==> config.mk <==
export PLATFORM = sky130hd
export DESIGN_NAME = seq_mult32
export DESIGN_NICKNAME = d
export VERILOG_FILES = /design/src/rtl/mult_pkg.sv /design/src/rtl/rca32.sv /design/src/rtl/seq_mult32.sv
export SDC_FILE = /design/constraint.sdc
export NUM_CORES = 1
export LEC_CHECK = 0
export ABC_AREA = 1
export BUFFER_PORTS_ARGS = -buffer_cell sky130_fd_sc_hd__buf_2
export CORE_ASPECT_RATIO = 0.8
export CORE_MARGIN = 4
export CORE_UTILIZATION = 49
export CTS_CLUSTER_DIAMETER = 30
export DETAILED_ROUTE_END_ITERATION = 8
export PLACE_DENSITY = 0.74
export SLEW_MARGIN = 20
export SYNTH_ARGS = -nofsm -noshare
export SYNTH_HDL_FRONTEND = slang
export SYNTH_SLANG_ARGS = --single-unit
==> constraint.sdc <==
create_clock -name clk -period 16.45 [get_ports clk]
set_input_delay 0 -clock clk [delete_from_list [all_inputs] [get_ports clk]]
set_output_delay 0 -clock clk [all_outputs]
set_load 0.005 [all_outputs]
==> src/rtl/mult_pkg.sv <==
// Shared types and constants for the sequential shift-add multiplier.
package mult_pkg;

  typedef enum logic [1:0] {IDLE, RUN, DONE} mult_state_t;

  localparam int N_ITER = 32;
  localparam int CNT_W  = 6;

  // Ripple increment of the iteration counter, built without an adder.
  function automatic logic [CNT_W-1:0] inc_cnt(input logic [CNT_W-1:0] v);
    logic [CNT_W-1:0] r;
    logic             c;
    c = 1'b1;
    for (int i = 0; i < CNT_W; i++) begin
      r[i] = v[i] ^ c;
      c    = v[i] & c;
    end
    return r;
  endfunction

endpackage

==> src/rtl/rca32.sv <==
// 32-bit gate-level ripple-carry adder.
// Ports: a, b (addends), cin (carry in) -> sum, cout (carry out),
//        ovf (signed overflow).
module rca32 (
  input  logic [31:0] a,
  input  logic [31:0] b,
  input  logic        cin,
  output logic [31:0] sum,
  output logic        cout,
  output logic        ovf
);

  logic [32:0] c;

  assign c[0] = cin;

  // One full adder per bit; carry ripples from bit 0 upward.
  for (genvar i = 0; i < 32; i++) begin : g_fa
    assign sum[i]  = a[i] ^ b[i] ^ c[i];
    assign c[i+1]  = (a[i] & b[i]) | (a[i] & c[i]) | (b[i] & c[i]);
  end

  assign cout = c[32];
  assign ovf  = c[32] ^ c[31];

endmodule

==> src/rtl/seq_mult32.sv <==
// Sequential 32x32 unsigned shift-add multiplier, 32 iterations per product,
// reusing a single rca32 every cycle.
// Ports: clk, rst (sync, active-high), start, a, b (operands, latched on
//        accepted start) -> busy (iterating), done (1-cycle pulse),
//        product ({hi, lo}, valid while done and held in IDLE).
module seq_mult32
  import mult_pkg::*;
(
  input  logic        clk,
  input  logic        rst,
  input  logic        start,
  input  logic [31:0] a,
  input  logic [31:0] b,
  output logic        busy,
  output logic        done,
  output logic [63:0] product
);

  mult_state_t      state;
  logic [31:0]      mcand;
  logic [31:0]      hi;
  logic [31:0]      lo;
  logic [CNT_W-1:0] cnt;

  logic [31:0]      add_sum;
  logic             add_cout;
  logic             add_ovf_unused;

  // Sole arithmetic resource: partial-product accumulate hi + mcand.
  rca32 u_rca32 (
    .a    (hi),
    .b    (mcand),
    .cin  (1'b0),
    .sum  (add_sum),
    .cout (add_cout),
    .ovf  (add_ovf_unused)
  );

  // Status flags decode straight from the state register.
  assign busy    = (state == RUN);
  assign done    = (state == DONE);
  assign product = {hi, lo};

  // FSM plus datapath; operands load on an accepted start.
  always_ff @(posedge clk) begin
    if (rst) begin
      state <= IDLE;
      mcand <= '0;
      hi    <= '0;
      lo    <= '0;
      cnt   <= '0;
    end else begin
      case (state)
        IDLE, DONE: begin
          if (start) begin
            mcand <= a;
            lo    <= b;
            hi    <= '0;
            cnt   <= '0;
            state <= RUN;
          end else begin
            state <= IDLE;
          end
        end
        RUN: begin
          // Carry-out becomes the new hi[31] so full-scale products survive.
          if (lo[0]) begin
            hi <= {add_cout, add_sum[31:1]};
            lo <= {add_sum[0], lo[31:1]};
          end else begin
            hi <= {1'b0, hi[31:1]};
            lo <= {hi[0], lo[31:1]};
          end
          cnt <= inc_cnt(cnt);
          if (cnt == CNT_W'(N_ITER - 1)) begin
            state <= DONE;
          end
        end
        default: state <= IDLE;
      endcase
    end
  end

endmodule
# Word level (Yosys, flattened, before mapping)
# Index checks and enable logic that the tools add are counted.
[word_totals] output_inout_bits=66 reg_bits=104 word_cells=255
[classes] n_reduce_logical=5 eq_ne=5 n_bitwise=229 n_mux=11
[op_table] op="$mux W32" n=4
[op_table] op="$pmux W32 S2" n=2
[op_table] op="$and A1 B1 Y1" n=98
[op_table] op="$xor A1 B1 Y1" n=68
[op_table] op="$or A1 B1 Y1" n=62
[op_table] op="$pmux W6 S2" n=1
[op_table] op="$eq A6 B5 Y1 const B" n=1
[op_table] op="$mux W6" n=1
[op_table] op="$pmux W2 S2" n=1
[op_table] op="$reduce_and A2 Y1" n=2
[op_table] op="$eq A2 B1 Y1 const B" n=1
[op_table] op="$eq A2 B2 Y1 const B" n=1
[op_table] op="$logic_not A2 Y1" n=1
[op_table] op="$mux W2" n=1
[op_table] op="$ne A2 B1 Y1 const B" n=1
[op_table] op="$ne A2 B2 Y1 const B" n=1
[op_table] op="$reduce_bool A2 Y1" n=1
[op_table] op="$reduce_or A2 Y1" n=1
[op_table] op="$mux W1" n=1
[op_table] op="$not A1 Y1" n=1

# Logic depth before layout (Yosys ltp)
[depth] depth_word=96 mapped_depth=36 ltp_nobuf=36

# Cells and area by module
# From an unflattened synthesis, not the netlist that was laid out.
[unflattened] hier_cells=753 area_unflattened_um2=5457.7
[by_module_without_submodules] module="seq_mult32" cells_each=708 area_per_inst_um2=4768.3 seq_area_each_um2=2082.0 n_inst=1
[by_module_without_submodules] module="rca32" cells_each=45 area_per_inst_um2=689.4 seq_area_each_um2=0.0 n_inst=1

# Worst setup path before layout
# No wires, ideal clock.
[synth_path] kind="reg2reg" startpoint="reg hi[0]" endpoint="reg hi[30]" required_time_ps=16380 path_slack_ps=3732 n_path_buf=0 stages_incl_launch_ff=37 arrival_ps=12648 cell_sequence="dfxtp_1 -> ha_1 -> fa_1 -> fa_1 -> fa_1 -> fa_1 -> fa_1 -> fa_1 -> fa_1 -> fa_1 -> fa_1 -> fa_1 -> fa_1 -> fa_1 -> fa_1 -> fa_1 -> fa_1 -> fa_1 -> fa_1 -> fa_1 -> fa_1 -> fa_1 -> fa_1 -> fa_1 -> fa_1 -> fa_1 -> fa_1 -> fa_1 -> fa_1 -> fa_1 -> fa_1 -> fa_1 -> fa_1 -> inv_1 -> nand2_1 -> o211ai_1 -> a21oi_1"
[synth_between] elab_chain_len=94 elab_cells_between_ends=124
[synth_rtl] item="start, declared" line="seq_mult32.sv:21" rtl="logic [31:0] hi;"
[synth_rtl] item="start signal, assigned" line="seq_mult32.sv:68" rtl="hi <= {add_cout, add_sum[31:1]};"
[synth_rtl] item="start signal, assigned" line="seq_mult32.sv:71" rtl="hi <= {1'b0, hi[31:1]};"
[synth_rtl] item="$and A1 B1 Y1 (*)" line="rca32.sv:20" rtl="assign c[i+1] = (a[i] & b[i]) | (a[i] & c[i]) | (b[i] & c[i]);"
[synth_rtl] item="$and A1 B1 Y1" line="rca32.sv:20"
[synth_rtl] item="$or A1 B1 Y1" line="rca32.sv:20"
[synth_rtl] item="$or A1 B1 Y1 (*)" line="rca32.sv:20"
[synth_rtl] item="$and A1 B1 Y1" line="rca32.sv:20"
[synth_rtl] item="$or A1 B1 Y1" line="rca32.sv:20"
[synth_rtl] item="$or A1 B1 Y1 (*)" line="rca32.sv:20"
[synth_rtl] item="$and A1 B1 Y1" line="rca32.sv:20"
[synth_rtl] item="(+78 left out)"
[synth_rtl] item="$or A1 B1 Y1" line="rca32.sv:20"
[synth_rtl] item="$or A1 B1 Y1 (*)" line="rca32.sv:20"
[synth_rtl] item="$and A1 B1 Y1" line="rca32.sv:20"
[synth_rtl] item="$or A1 B1 Y1" line="rca32.sv:20"
[synth_rtl] item="$or A1 B1 Y1 (*)" line="rca32.sv:20"
[synth_rtl] item="$xor A1 B1 Y1 (*)" line="rca32.sv:19" rtl="assign sum[i] = a[i] ^ b[i] ^ c[i];"
[synth_rtl] item="$mux W32 (*)" line="seq_mult32.sv:67" rtl="if (lo[0]) begin"
[synth_rtl] item="$pmux W32 S2 (*)" line="seq_mult32.sv:53" rtl="case (state)"
# Mark *: on every way between the ends. The rest lies on a longest branch, timed or not.
# A chain may end at the register's enable or synchronous reset.

# Final worst setup path
# Ends and elaborated chain as after synthesis.

==> results <==
- The area growth from synthesis to layout is 29.6%.
- The worst register-to-register path begins at hi[0].
- The type of element capturing the critical path is a flip-flop.
- The number of I/O port buffers is 132.
- The total number of H-tree levels is 3.
- The number of global-route vias before repair is 4,668.
- Derived from the worst setup path, the maximum achievable clock frequency is 75.6 MHz.
- Counting along the longest clock path gives a buffer depth of 2.
- For this design, the slowest cell found on the critical path is fa_1.
- The largest fanout on the critical path is 4.
- The worst clock skew on the final layout is 6.25 ps.
- The total number of placement rows is 34.
- The final hold slack is 216 ps.
- At the placement stage, the worst setup path has a slack of 3230 ps.
- Measured against its own limit, the worst slew margin works out to 31.6%.
- In this run the most critical hold path is launched from rst.
- The final critical path takes up 80.4% of the cycle.
- The synthesized net count is 843.
- In this run the mean area of a mapped cell was 7.32 µm².
- Including well taps, the total number of placed cells is 971.
- The core region is 0.0108 mm².
- The die height is 102 µm.
- The arrival time of the worst setup path is 13,500 ps.
- The maximum number of pins on one net before global-route repair is 97.
- The flow ran to the end, and the final reports show no timing, DRC or antenna violations.
- The worst hold path terminates at hi[31].
- For the pin with the worst max-slew slack, the measured transition is 1020 ps.
- Using the TritonRoute via totals, the vias-per-cell ratio works out to 4.84.
- The filler-free cell count of the finished design is 1,051.
- The total of endpoints with negative setup slack in the final report is 0.
- The initial utilization of the core area, before any placement, comes to 49.9%.
- The total overflow left after global routing is 0.
- The global-route wire length before repair is 22,500 µm.
- The end of the worst register-to-register path is hi[30].
- By area the synthesized netlist is led by dfxtp_1, nand2_1, fa_1.
- The post-CTS clock slew at the launch and capture registers of the worst setup and hold paths is 70 ps.
- The initial antenna violation count is 0.
- After detailed routing, the average wire length per cell comes to 12.9 µm.
- Summing internal, switching and leakage power gives 0.000687 W.
- Across the run, the number of max-cap violations was 0.
- The number of distinct library cells after synthesis is 22.
- The number of optimization iterations in the first detailed-route pass is 4.
- The largest voltage drop on the vdd net is 0.0685 mV.
- The worst setup path is launched from a flip-flop.
- Cells with a size suffix above 1 make up 17.5% of the layout.
- The number of cells on the worst reg-to-reg path is 36.
- The leading register cell type out of synthesis is dfxtp_1.
- The die is 126 µm wide.
- The commonest cells after synthesis are nand2_1, dfxtp_1, nor2_1.
- The cell with the most instances after synthesis is nand2_1.
- The count of nets after finishing is 1,005.
- For this design, the sink count on the clock tree is 104.
- Counting stages on the worst path, the most repeated cell is fa_1.
- Summed over its instances, the top area cell type makes up 38.5% of the synthesized netlist area.
- The post-route DRC violation count is 0.
- The number of top-level design ports is 133.
- The number of flops mapped to enable cells by yosys is 0.
- The final routed wirelength across all metal layers is 13,600 µm.
- Setup repair after global routing left no endpoint under its margin.
- The worst hold path stage count is 2.
- The cell type with the highest aggregate area in the netlist is dfxtp_1.
- The final weighted congestion in routability-driven placement is 0.758.
- TritonCTS created 9 clock buffers.
- The die covers 0.0128 mm².
- Setup slack on the worst reg-to-reg path comes out at 3220 ps.
- The synthesis warning total is 0.
- The share of async-settable or async-resettable flops after synthesis is 0%.
- The number of synthesized register bits is 104.
- The minimum period implied by the final worst setup slack is 13,230 ps.
- For the worst-skew pair, the clock arrives at the later sink with an insertion delay of 340 ps.
- The count of fill cells added during filler insertion is 940.
- Across every metal layer, demand over resource in global routing totals 21.2%.
- Adding up every negative setup slack in the final design gives 0 ps.
- The cell count after synthesis is 740.
- 0 antenna diodes ended up in the layout.
- The HPWL after detailed placement is 8150 µm.
- After synthesis the cells add up to 0.00541 mm².
- The tree is rooted in a clkbuf_16.
- The total of cells resized after clock tree synthesis is 0.
- The TritonCTS clock tree is done.
- The worst setup path category is reg2reg.
- The total vias in the final route is 5,087.
- The remaining antenna violation count after routing is 0.
- The endpoint required time on the critical path is 16,720 ps.
- The class of the tightest hold or removal check is in2reg.
- The final max-slew violation count was 0.
- The number of hold violations in the final report is 0.
- The power density over cell area is 97.9 mW/mm².
- The leakage power total is 3.48 nW.
- The post-synthesis sequential area ratio is 38.5%.
- The first-iteration detailed-routing DRC count is 265.
- The maximum cell stage delay along the critical path is 500 ps.
- The setup slack of the critical path after layout is 3220 ps.
## power breakdown
group,internal [W],switching (W)
combinational,0.0000589,0.0000787
clock,0.000157,0.0000936
sequential,0.000275,0.0000236
## repair_timing
item,4_1_cts,5_1_grt
hold buffers,64,0
endpoints found under the hold margin,64,0
setup endpoints to repair,0,0
setup buffers,0,0
## final cells by class
class	count	area (µm²)	share of cell area (%)
Tap cell	144	180	2.57
Sequential cell	104	2090	29.7
Clock buffer	11	253	3.60
Multi-Input combinational cell	485	2690	38.3
Inverter	104	392	5.58
Timing Repair Buffer	198	1320	18.8
Clock inverter	5	103	1.46
## worst max path at each step
stage / start / endpoint / slack (ps) / depth (start not counted)
after floorplan: hi[0] / hi[30] / 3730 / 36
after detailed placement: hi[0] / hi[30] / 3230 / 36
after global placement: hi[0] / hi[30] / 3380 / 36
final: hi[0] / hi[30] / 3220 / 36
after CTS: hi[0] / hi[30] / 3190 / 36
after global routing: hi[0] / hi[30] / 2810 / 36
## critical path: cells and delay by family (launching register included)
| family | cells | cell delay [ps] |
|---|---|---|
| and+or+nand+nor | 1 | 50 |
| DFF | 1 | 340 |
| buffers and inverters | 1 | 40 |
| adders and majority gates | 32 | 12470 |
| AOI/OAI and AO/OA | 2 | 240 |
## layer usage
metal / global-route usage [%] / up-vias / routed length, µm
met5: 0 / - / 0
met4: 6.00 / 0 / 190
met3: 4.34 / 17 / 753
met2: 37.5 / 141 / 6700
met1: 26.8 / 2307 / 5960
li1: - / 2622 / -
## cells by family after synthesis
logic type / Yosys count / share of synthesized area (%)
AND/OR/NAND/NOR: 347 / 26.1
adder cells (fa/ha/maj): 36 / 12.6
AO/OA/AOI/OAI: 102 / 10.9
buffers and inverters: 151 / 11.9
flip-flops: 104 / 38.5
## flip-flops by register name, indices dropped and copies added, names as in the netlist
name / flops
hi: 32
lo: 32
mcand: 32
cnt: 6
state: 2
## stage by stage
step	cell area [µm²]	util, %
floorplan	5410	-
global placement	6020	55.5
detailed placement	6020	55.5
CTS	7010	64.6
global route	7020	64.7
finish	7020	64.7
## cell usage in the layout (no fill, tap or decap), types with 2 or more instances in the layout
master / count
nand2_1: 175
buf_2: 132
dfxtp_1: 103
nor2_1: 100
inv_1: 99
dlygate4sd3_1: 64
o21ai_0: 38
nand3_1: 35
a21oi_1: 33
nor3_1: 32
o211ai_1: 31
fa_1: 31
clkbuf_16: 9
ha_1: 5
inv_2: 3
bufinv_16: 3
nand2_4: 2
clkinv_2: 2
clkbuf_8: 2
buf_4: 2
Note: power is estimated with default switching activity, not from simulation.
